$ cat config.mk
export PLATFORM = sky130hd
export DESIGN_NAME = spi_slave_core
export DESIGN_NICKNAME = d
export VERILOG_FILES = /design/src/rtl/spi_pkg.sv /design/src/rtl/spi_sync_edge.sv /design/src/rtl/spi_slave_core.sv
export SDC_FILE = /design/constraint.sdc
export NUM_CORES = 1
export LEC_CHECK = 0
export ABC_AREA = 1
export CELL_PAD_IN_SITES_DETAIL_PLACEMENT = 0
export CELL_PAD_IN_SITES_GLOBAL_PLACEMENT = 1
export CORE_ASPECT_RATIO = 1.4
export CORE_MARGIN = 5
export CORE_UTILIZATION = 47
export DETAILED_ROUTE_END_ITERATION = 10
export DONT_BUFFER_PORTS = 1
export GPL_TIMING_DRIVEN = 0
export PLACE_DENSITY_LB_ADDON = 0.1
export SYNTH_ARGS = -nofsm -noshare
export SYNTH_HDL_FRONTEND = slang
export SYNTH_HIERARCHICAL = 1
export SYNTH_SLANG_ARGS = --single-unit
$ cat constraint.sdc
create_clock -name sys_clk_i -period 1.7 [get_ports sys_clk_i]
set_input_delay 0.425 -clock sys_clk_i [delete_from_list [all_inputs] [get_ports sys_clk_i]]
set_output_delay 0.425 -clock sys_clk_i [all_outputs]
set_load 0.02 [all_outputs]
$ cat src/rtl/spi_pkg.sv
// Shared definitions for the SPI slave: mode encodings, mode bit positions
// and the frame state enumeration.
package spi_pkg;

  localparam int CPOL_BIT = 1;
  localparam int CPHA_BIT = 0;

  localparam logic [1:0] MODE0 = 2'b00;
  localparam logic [1:0] MODE1 = 2'b01;
  localparam logic [1:0] MODE2 = 2'b10;
  localparam logic [1:0] MODE3 = 2'b11;

  typedef enum logic {
    IDLE   = 1'b0,
    ACTIVE = 1'b1
  } spiState_e;

endpackage

$ cat src/rtl/spi_sync_edge.sv
// Multi-flop synchroniser for one asynchronous SPI pin, with single-cycle
// rise/fall strobes derived from the synchronised level.
module spi_sync_edge #(
  parameter int   STAGES    = 2,
  parameter logic RESET_VAL = 1'b0
) (
  input  logic clk_i,
  input  logic rst_i,
  input  logic async_i,
  output logic sync_o,
  output logic rise_o,
  output logic fall_o
);

  logic [STAGES-1:0] chain_q;
  logic              prev_q;

  // Shift the pin through the synchroniser and remember the last settled level
  always_ff @(posedge clk_i or posedge rst_i) begin
    if (rst_i) begin
      chain_q <= {STAGES{RESET_VAL}};
      prev_q  <= RESET_VAL;
    end else begin
      chain_q <= {chain_q[STAGES-2:0], async_i};
      prev_q  <= chain_q[STAGES-1];
    end
  end

  assign sync_o = chain_q[STAGES-1];
  assign rise_o = chain_q[STAGES-1] & ~prev_q;
  assign fall_o = ~chain_q[STAGES-1] & prev_q;

endmodule

$ cat src/rtl/spi_slave_core.sv
// Parametrised SPI slave: oversamples SCLK/CS/MOSI in the system clock
// domain, supports all four CPOL/CPHA modes latched per frame, and offers
// valid/ready RX and TX word streams with overrun/underrun/abort reporting.
module spi_slave_core
  import spi_pkg::*;
#(
  parameter int                DATA_W        = 8,
  parameter int                SYNC_STAGES   = 2,
  parameter int                LSB_FIRST     = 0,
  parameter int                RX_OVERWRITE  = 0,
  parameter logic [DATA_W-1:0] UNDERRUN_FILL = DATA_W'(8'hFF)
) (
  input  logic              sys_clk_i,
  input  logic              sys_rst_i,
  input  logic              spi_clk_i,
  input  logic              spi_cs_i,
  input  logic              spi_mosi_i,
  output logic              spi_miso_o,
  output logic              spi_miso_oe_o,
  input  logic [1:0]        mode_i,
  output logic [DATA_W-1:0] rx_data_o,
  output logic              rx_valid_o,
  input  logic              rx_ready_i,
  output logic              rx_overrun_o,
  input  logic [DATA_W-1:0] tx_data_i,
  input  logic              tx_valid_i,
  output logic              tx_ready_o,
  output logic              tx_underrun_o,
  output logic              frame_active_o,
  output logic              frame_abort_o
);

  localparam int CNT_W = $clog2(DATA_W + 1);
  localparam bit LSB   = (LSB_FIRST != 0);
  localparam bit OVWR  = (RX_OVERWRITE != 0);

  logic sclkSync, sclkRise, sclkFall;
  logic csSync, csRise, csFall;
  logic [SYNC_STAGES-1:0] mosiChain_q;
  logic mosiSync;

  spiState_e state_q, state_d;
  logic frameActive, startFrame, endFrame;

  logic [1:0]        mode_q, mode_d;
  logic [CNT_W-1:0]  bitCnt_q, bitCnt_d;
  logic [DATA_W-1:0] rxShift_q, rxShift_d;
  logic [DATA_W-1:0] txShift_q, txShift_d;
  logic              wordDone_q, wordDone_d;
  logic              holdFirst_q, holdFirst_d;
  logic [DATA_W-1:0] rxData_q, rxData_d;
  logic              rxValid_q, rxValid_d;
  logic              rxOverrun_q, rxOverrun_d;
  logic [DATA_W-1:0] txHold_q, txHold_d;
  logic              txFull_q, txFull_d;
  logic              txUnderrun_q, txUnderrun_d;
  logic              frameAbort_q, frameAbort_d;

  logic edgeEn, anyEdge, leadEdge, trailEdge, sampleEdge, shiftEdge;
  logic [DATA_W-1:0] rxNext, txShifted;
  logic rxTransfer, txLoad, wordComplete, reload;

  spi_sync_edge #(.STAGES(SYNC_STAGES), .RESET_VAL(1'b0)) sclkSyncInst (
    .clk_i   (sys_clk_i),
    .rst_i   (sys_rst_i),
    .async_i (spi_clk_i),
    .sync_o  (sclkSync),
    .rise_o  (sclkRise),
    .fall_o  (sclkFall)
  );

  spi_sync_edge #(.STAGES(SYNC_STAGES), .RESET_VAL(1'b1)) csSyncInst (
    .clk_i   (sys_clk_i),
    .rst_i   (sys_rst_i),
    .async_i (spi_cs_i),
    .sync_o  (csSync),
    .rise_o  (csRise),
    .fall_o  (csFall)
  );

  // MOSI only needs a level synchroniser matched in depth to SCLK
  always_ff @(posedge sys_clk_i or posedge sys_rst_i) begin
    if (sys_rst_i) begin
      mosiChain_q <= '0;
    end else begin
      mosiChain_q <= {mosiChain_q[SYNC_STAGES-2:0], spi_mosi_i};
    end
  end

  assign mosiSync = mosiChain_q[SYNC_STAGES-1];

  // Frame state register
  always_ff @(posedge sys_clk_i or posedge sys_rst_i) begin
    if (sys_rst_i) begin
      state_q <= IDLE;
    end else begin
      state_q <= state_d;
    end
  end

  // Frame starts on a synchronised CS fall and ends on a CS rise
  always_comb begin
    state_d = state_q;
    unique case (state_q)
      IDLE:    if (csFall) state_d = ACTIVE;
      ACTIVE:  if (csRise) state_d = IDLE;
      default: state_d = IDLE;
    endcase
  end

  // Decode frame entry/exit events from the current state
  always_comb begin
    frameActive = (state_q == ACTIVE);
    startFrame  = (state_q == IDLE) && csFall;
    endFrame    = (state_q == ACTIVE) && csRise;
  end

  // A leading edge moves SCLK away from its CPOL idle level
  assign edgeEn     = frameActive & ~csSync;
  assign anyEdge    = edgeEn & (sclkRise | sclkFall);
  assign leadEdge   = anyEdge & (sclkSync != mode_q[CPOL_BIT]);
  assign trailEdge  = anyEdge & (sclkSync == mode_q[CPOL_BIT]);
  assign sampleEdge = mode_q[CPHA_BIT] ? trailEdge : leadEdge;
  assign shiftEdge  = mode_q[CPHA_BIT] ? leadEdge : trailEdge;

  assign rxNext    = LSB ? {mosiSync, rxShift_q[DATA_W-1:1]} : {rxShift_q[DATA_W-2:0], mosiSync};
  assign txShifted = LSB ? {1'b0, txShift_q[DATA_W-1:1]} : {txShift_q[DATA_W-2:0], 1'b0};

  assign rxTransfer   = rxValid_q & rx_ready_i;
  assign txLoad       = tx_valid_i & ~txFull_q;
  assign wordComplete = sampleEdge && (bitCnt_q == CNT_W'(DATA_W - 1));
  assign reload       = startFrame | (shiftEdge & wordDone_q & ~holdFirst_q);

  // Shifters, bit counter, RX buffer and TX holding register next state
  always_comb begin
    mode_d       = mode_q;
    bitCnt_d     = bitCnt_q;
    rxShift_d    = rxShift_q;
    txShift_d    = txShift_q;
    wordDone_d   = wordDone_q;
    holdFirst_d  = holdFirst_q;
    rxData_d     = rxData_q;
    rxValid_d    = rxValid_q;
    rxOverrun_d  = 1'b0;
    txHold_d     = txHold_q;
    txFull_d     = txFull_q;
    txUnderrun_d = 1'b0;
    frameAbort_d = 1'b0;

    if (endFrame) begin
      frameAbort_d = (bitCnt_q != '0);
      bitCnt_d     = '0;
      rxShift_d    = '0;
      txShift_d    = '0;
      wordDone_d   = 1'b0;
      holdFirst_d  = 1'b0;
    end else begin
      if (startFrame) begin
        mode_d      = mode_i;
        bitCnt_d    = '0;
        rxShift_d   = '0;
        wordDone_d  = 1'b0;
        holdFirst_d = mode_i[CPHA_BIT];
      end
      if (sampleEdge) begin
        rxShift_d = rxNext;
        if (wordComplete) begin
          bitCnt_d   = '0;
          wordDone_d = 1'b1;
        end else begin
          bitCnt_d = bitCnt_q + CNT_W'(1);
        end
      end
      if (shiftEdge) begin
        if (holdFirst_q) begin
          holdFirst_d = 1'b0;
        end else if (wordDone_q) begin
          wordDone_d = 1'b0;
        end else begin
          txShift_d = txShifted;
        end
      end
    end

    if (reload) begin
      if (txFull_q) begin
        txShift_d = txHold_q;
        txFull_d  = 1'b0;
      end else begin
        txShift_d    = UNDERRUN_FILL;
        txUnderrun_d = 1'b1;
      end
    end
    if (txLoad) begin
      txHold_d = tx_data_i;
      txFull_d = 1'b1;
    end

    if (rxTransfer) begin
      rxValid_d = 1'b0;
    end
    if (wordComplete) begin
      if (!rxValid_q || rxTransfer) begin
        rxData_d  = rxNext;
        rxValid_d = 1'b1;
      end else begin
        rxOverrun_d = 1'b1;
        if (OVWR) begin
          rxData_d = rxNext;
        end
      end
    end
  end

  // Datapath registers
  always_ff @(posedge sys_clk_i or posedge sys_rst_i) begin
    if (sys_rst_i) begin
      mode_q       <= MODE0;
      bitCnt_q     <= '0;
      rxShift_q    <= '0;
      txShift_q    <= '0;
      wordDone_q   <= 1'b0;
      holdFirst_q  <= 1'b0;
      rxData_q     <= '0;
      rxValid_q    <= 1'b0;
      rxOverrun_q  <= 1'b0;
      txHold_q     <= '0;
      txFull_q     <= 1'b0;
      txUnderrun_q <= 1'b0;
      frameAbort_q <= 1'b0;
    end else begin
      mode_q       <= mode_d;
      bitCnt_q     <= bitCnt_d;
      rxShift_q    <= rxShift_d;
      txShift_q    <= txShift_d;
      wordDone_q   <= wordDone_d;
      holdFirst_q  <= holdFirst_d;
      rxData_q     <= rxData_d;
      rxValid_q    <= rxValid_d;
      rxOverrun_q  <= rxOverrun_d;
      txHold_q     <= txHold_d;
      txFull_q     <= txFull_d;
      txUnderrun_q <= txUnderrun_d;
      frameAbort_q <= frameAbort_d;
    end
  end

  assign spi_miso_o     = frameActive & (LSB ? txShift_q[0] : txShift_q[DATA_W-1]);
  assign spi_miso_oe_o  = frameActive;
  assign frame_active_o = frameActive;
  assign rx_data_o      = rxData_q;
  assign rx_valid_o     = rxValid_q;
  assign rx_overrun_o   = rxOverrun_q;
  assign tx_ready_o     = ~txFull_q;
  assign tx_underrun_o  = txUnderrun_q;
  assign frame_abort_o  = frameAbort_q;

endmodule

==> flow_summary.json <==
{
  "area_growth_pct": 12.8,
  "synth_cell_types": 24,
  "rows": 30,
  "hpwl_mm": 2.85,
  "cts_buffers": 5,
  "leakagePower_nw": 1.29,
  "die_h_um": 92.5,
  "grt_util_met1": 0.168,
  "crit_required_ns": 1.89,
  "max_slew_margin": 0.706,
  "violations": "negative hold slack",
  "grt_start_max_net_pins": 29,
  "yosys.area_share.adder": 0.0110,
  "fin_crit_ns": 1.59,
  "clk_latency_ns": 0.30,
  "stdcell_count": 317,
  "initial_core_util": 0.479,
  "maxCapViolations": 0,
  "synth_compound_area_frac": 0.0773,
  "core_area_mm2": 0.00477,
  "status": "finished, violations left",
  "drt_wl_total_mm": 3.81,
  "cp_slowest_cell": "dfstp_2",
  "num_io_pins": 33,
  "antenna_found_initial": 0,
  "routed_via_density": 4.81,
  "final_layout_size_suffix_gt1_frac": 0.253,
  "critPathMaxFanout": 10,
  "multi_input_area_um2": 830,
  "yosysSeqAreaShare": 0.583,
  "critical_path_class": "reg -> reg",
  "track_usage": 0.138,
  "root_buffer": "clkbuf_8",
  "drt_first_pass_iters": 4,
  "gp_congestion": 0.760,
  "grt_pass1_vias": 1502,
  "synth_area_mm2": 0.00228,
  "r2r_slack_ns": 0.11,
  "arrival_ns": 1.78,
  "drt-wirelength-per-cell_um": 12.0,
  "use_met3": 0.0449,
  "clockBufferDepth": 2,
  "gr-max-usage-layer": "met2",
  "gr-usage-met2": 0.226,
  "fin_skew_ns": 0.00867,
  "synth_top_cell_area_share": 0.548,
  "ant_nets": 0,
  "syn_nets": 258,
  "synth_top_family_by_area": "simple AND/OR/NAND/NOR gates",
  "synthSimpleGateAreaFrac": 0.219,
  "pre_cts_ws_ns": -0.0127,
  "p_per_area_mw_per_mm2": 1260,
  "ff_latch_area_mm2": 0.00133,
  "synth_top_area_cell": "dfrtp_1",
  "cts_tree": "built",
  "power_mw": 3.24,
  "yosys_warnings": 6,
  "whs_ns": -0.000972,
  "slew_viol_final": 0,
  "fp.dieArea_mm2": 0.00637,
  "dp.cells": 304,
  "crit_path_cell_trace": "inv_1 > nor2_1 > inv_1 > nor2_2 > nor2_2 > buf_4 > nand2_2 > o21ai_0",
  "finalSetupViolCount": 0,
  "vias": 1526,
  "postSynthCellCount": 239,
  "synth-xor-area-share": 0.00768,
  "muxShareOfSynthArea": 0.0345,
  "tightest_slew_ns": 0.440,
  "endpoint_kind": "flop",
  "clock_sinks": 53,
  "drc": 0,
  "diodes": 0,
  "synthTopCellsByArea": "dfrtp_1 (55%), nand2_1 (9.9%), inv_1 (5.3%)",
  "start_kind": "flop",
  "synth-seq-cells": 53,
  "io_buffers": 0,
  "max_freq_mhz": 629,
  "ir_drop_v": 0.000672,
  "finalWorstSetupSlack_ns": 0.110,
  "clkTransAtPathRegs_ns": 0.10,
  "grt_overflow": 0,
  "final.fill_count": 467,
  "grt_pass1_wl_mm": 6.77,
  "fp.dieW_um": 68.9,
  "drtIter0Drc": 43,
  "htree_levels": 2,
  "fin_nets": 271,
  "period_share": 0.935,
  "cpPeakStageDelay_ns": 0.54,
  "hold_class": "in -> async",
  "synth_area_per_cell_um2": 9.55,
  "hold_violations": 6
}
## placed cells by master, fill, tap and decap left out, types with 4 or more instances in the layout
cell,n
o22ai_1,7
dfrtp_1,49
o21ai_2,8
clkbuf_8,5
nand2_4,4
nand3_1,15
inv_1,30
nand2_2,12
or2_2,6
nor2_1,14
buf_4,6
a21oi_1,4
o21ai_0,6
mux2_2,7
nand2_1,55
## flip-flops by register name, indices dropped and copies added (netlist names), 2 cells and up
name and count:
csSyncInst/chain_q 2, rx_data_o 8, sclkSyncInst/chain_q 2, rxShift_q 7, bitCnt_q 4, txShift_q 8
mode_q 2, txHold_q 8, mosiChain_q 2
## critical path: cells and delay by family, from the launching register on
| kind | cells | cell delay, ns |
|---|---|---|
| buffers and inverters | 3 | 0.27 |
| and+or+nand+nor | 4 | 0.57 |
| AOI/OAI and AO/OA | 1 | 0.10 |
| DFF | 1 | 0.54 |
## worst paths after layout
kind | endpoint | cells after the start | start
min in group sys_clk_i | csSyncInst/chain_q[0]$_DFF_PP1_ | 0 | spi_cs_i
max in group asynchronous | sclkSyncInst/chain_q[1]$_DFF_PP0_ | 2 | sys_rst_i
worst min-delay path | tx_underrun_o$_DFF_PP0_ | 1 | sys_rst_i
worst max register to register | bitCnt_q[0]$_DFFE_PP0P_ | 8 | csSyncInst/prev_q$_DFF_PP1_
worst min register to register | csSyncInst/chain_q[1]$_DFF_PP1_ | 0 | csSyncInst/chain_q[0]$_DFF_PP1_
worst max-delay path | bitCnt_q[0]$_DFFE_PP0P_ | 8 | csSyncInst/prev_q$_DFF_PP1_
## synthesized netlist by cell type, drive strengths merged
library cell	number
nor2	17
xor2	1
xnor2	1
inv	32
nand3	16
o31ai	1
nand2	71
clkinv	2
dfstp	3
ha	2
dfrtp	50
buf	3
nor4	1
mux2	7
o21ai	15
o22ai	7
a21oi	4
or2	6
## report_power, final
part / total (mW) / internal (mW) / switching (mW) / leakage, nW
clock network: 0.855 / 0.441 / 0.414 / 0.0543
logic: 0.719 / 0.321 / 0.398 / 0.553
registers: 1.67 / 1.52 / 0.155 / 0.680
total: 3.24 / 2.28 / 0.967 / 1.29
## timing repair
| action | in CTS | in global routing |
|---|---|---|
| buffers inserted | 0 | 4 |
| resized for setup | 2 | 11 |
| hold endpoints to repair | 3 | 0 |
| pin swaps | 0 | 3 |
| hold buffers | 1 | 0 |
| setup endpoints to repair | 9 | 33 |
## metrics by stage
step | utilization | TNS, ns | cell area [um2]
after global placement | 0.496 | -19.41 | 2360
final | 0.540 | 0 | 2570
after global routing | 0.540 | -0.0364 | 2570
after detailed placement | 0.500 | -0.0458 | 2380
after floorplan | - | 0 | 2280
after CTS | 0.527 | 0 | 2510
## per-layer routing
metal | part of all wire | routed length [um] | vias to the layer above
li1 | - | - | 776
met1 | 0.44 | 1690 | 716
met2 | 0.50 | 1890 | 29
met3 | 0.048 | 183 | 5
met4 | 0.012 | 46 | 0
met5 | 0 | 0 | -
## cell type report
class                      instances  share of cell area
clock inverter                     3              0.0180
inverter                          34              0.0515
multi-input combinational        149               0.322
clock buffer                       5              0.0267
buffer                             3              0.0102
tap                               64              0.0311
timing repair buffer               6              0.0233
sequential                        53               0.517
## cell families (layout without fill, tap and decap cells)
family                     Yosys count  count (layout)
buffers and inverters               37              51
muxes                                7               7
adders and majority gates            2               2
AOI/OAI and AO/OA                   27              27
DFF                                 53              53
xor gates and xnor gates             2               2
and+or+nand+nor                    111             111
No activity file was read; power rests on OpenSTA's default activity.
==> edit, RTL diff (config.mk and constraints unchanged) <==
Set the parameter `RESET_VAL` to 1'b0 (it was 1'b1).
--- a/src/rtl/spi_slave_core.sv
+++ b/src/rtl/spi_slave_core.sv
@@ -70,5 +70,5 @@
   );
 
-  spi_sync_edge #(.STAGES(SYNC_STAGES), .RESET_VAL(1'b1)) csSyncInst (
+  spi_sync_edge #(.STAGES(SYNC_STAGES), .RESET_VAL(1'b0)) csSyncInst (
     .clk_i   (sys_clk_i),
     .rst_i   (sys_rst_i),
Function: changed (Yosys sat finds a counterexample within 4 cycles, from zero or initial values and one cycle with sys_rst_i high).
==> edit against the unedited design <==
Sequential cell count is the same; combinational power grew 1%; count of clock-buffer cells in the layout is the same; non-clock buffer count shrank 1; worst setup slack gained 19 ps; power grew 4.0%; sequential share of layout area shrank 0.79 points; clock skew shrank 1.4 ps; cell area grew 1.4%; first-iteration DRC count shrank 4.7%; clock power grew 14%; wire length grew 2.3%; area after synthesis shrank 0.16%; critical path type unchanged; highest routed layer unchanged.
==> edit: results (changes against the unedited design) <==
metric	value	unit	change
track_usage	14.1	%	was 13.8%
avgRoutedWirePerCell	12.3	µm	was 12.0 µm
holdPathEnd	mosiChain_q[0]$_DFF_PP0_		
r2r_cells	10		was 8
yosys-top-cells-count	nand2_1, dfrtp_1, inv_1		unchanged
swShare	28.3	%	was 29.8%
ir_drop	896	µV	was 672 µV
ys.flop_type	dfrtp_1		unchanged
async_reset_ff_share	100	%	unchanged
finClkSkew	7.28	ps	was 8.67 ps
synth_cell_types	23		was 24
route.detailed.drc	0		unchanged
fin_hold_ws	141	ps	was -0.972 ps
place_area	0.00238	mm²	about the same
cts_max_path_buffers	2		unchanged
io_buffers	0		unchanged
reg2reg_from	frame_active_o$_DFF_PP0_		was csSyncInst/prev_q$_DFF_PP1_
slowest_stage	dfrtp_2		was dfstp_2
insertedDiodeCount	0		unchanged
vias_per_cell	4.81		about the same
final_antenna_net_count	0		unchanged
grt_pass1_wl	6800	µm	was 6770 µm
drive_gt1_share	26.2	%	was 25.3%
critical-path-top-delay-family	simple AND/OR/NAND/NOR gates		unchanged
drt_iter0_markers	41		was 43
grt_max_degree	39		was 29
outcome	finished, final reports clean		was finished, violations left
tightest_slew	343	ps	was 440 ps
hold_path_startpoint	spi_mosi_i		
synth_nets	258		unchanged
final.fill_count	455		was 467
ys_seq_area_share	58.2	%	was 58.3%
drt_pass1_iterations	4		unchanged
rr_endpoint	rx_data_o[7]$_DFFE_PP0P_		was bitCnt_q[0]$_DFFE_PP0P_
synthTopCellsByArea	dfrtp_1, nand2_1, inv_1		unchanged
cts.root.buffer_cell	clkbuf_8		unchanged
r2r_slack	130	ps	was 110 ps
maxSlewViolCount	0		unchanged
grt_pass1_vias	1563		was 1,502
hp-class	input pin to flip-flop		was input pin to asynchronous set/reset pin
worstHoldPathCells	0		
cp_slowest_stage_delay	500	ps	was 540 ps
gp_congestion	0.798		was 0.760
hpwl	2840	µm	was 2850 µm
layout.nets	270		was 271
leakagePower	1.30	nW	was 1.29 nW
edit: cell types whose count changed after synthesis:
cell / unedited run / this run
dfrtp_1: 50 / 53
dfstp_2: 3 / 0
edit: what timing repair did:
action	CTS	global route
endpoints found under the setup margin	8	26
gates resized for setup	1	19
endpoints found under the hold margin	15	0
buffers inserted	0	3
pin swaps	0	5
hold buffers	1	0
edit: how the worst max path moves through the flow:
stage | cells past startpoint | slack (ps) | from | end
6_report | 10 | 130 | frame_active_o$_DFF_PP0_ | rx_data_o[7]$_DFFE_PP0P_
5_1_grt | 10 | -8 | frame_active_o$_DFF_PP0_ | rx_data_o[0]$_DFFE_PP0P_
4_1_cts | 11 | 20 | sclkSyncInst/chain_q[1]$_DFF_PP0_ | txShift_q[5]$_DFFE_PP0P_
3_5_place_dp | 9 | 2 | frame_active_o$_DFF_PP0_ | txShift_q[5]$_DFFE_PP0P_
3_3_place_gp | 1 | -430 | sys_rst_i | rx_data_o[0]$_DFFE_PP0P_
2_1_floorplan | 1 | 160 | sys_rst_i | bitCnt_q[0]$_DFFE_PP0P_
edit: routing by layer:
metal	up-vias	wire length (µm)	GRT usage [%]
met5	-	0	0
met1	714	1700	16.3
met2	29	1940	23.4
li1	772	-	-
met3	6	181	4.25
met4	0	78	6.34
edit: area by class of cell:
| cell class | count | area, µm² | share of cell area (%) |
|---|---|---|---|
| multi-input combinational | 149 | 852 | 32.6 |
| inverter | 34 | 133 | 5.08 |
| sequential | 53 | 1330 | 50.9 |
| timing repair buffer | 5 | 52.6 | 2.01 |
| tap | 64 | 80.1 | 3.07 |
| clock buffer | 5 | 68.8 | 2.64 |
| buffer | 3 | 30.0 | 1.15 |
| clock inverter | 3 | 65.1 | 2.49 |
edit: cell families after synthesis:
logic type | count (synthesis) | share of synthesized area (%)
and+or+nand+nor | 111 | 21.9
AOI/OAI and AO/OA | 27 | 7.74
buffers and inverters | 37 | 6.81
muxes | 7 | 3.46
adders and majority gates | 2 | 1.10
xor gates and xnor gates | 2 | 0.769
DFF | 53 | 58.2
edit: power by group through the flow:
stage                     logic (mW)  registers (mW)  clock network [mW]
after floorplan                0.582            1.65                   0
after global placement         0.672            1.68                   0
after detailed placement       0.694            1.69                   0
after CTS                      0.700            1.66                1.02
after global routing           0.830            1.71                1.07
final                          0.726            1.67               0.978
edit: per-stage QoR:
stage,worst slack (ps),cells
after global placement,-427,303
final,129,316
after CTS,20.1,313
after global routing,-7.94,316
after detailed placement,1.90,304
after floorplan,159,239
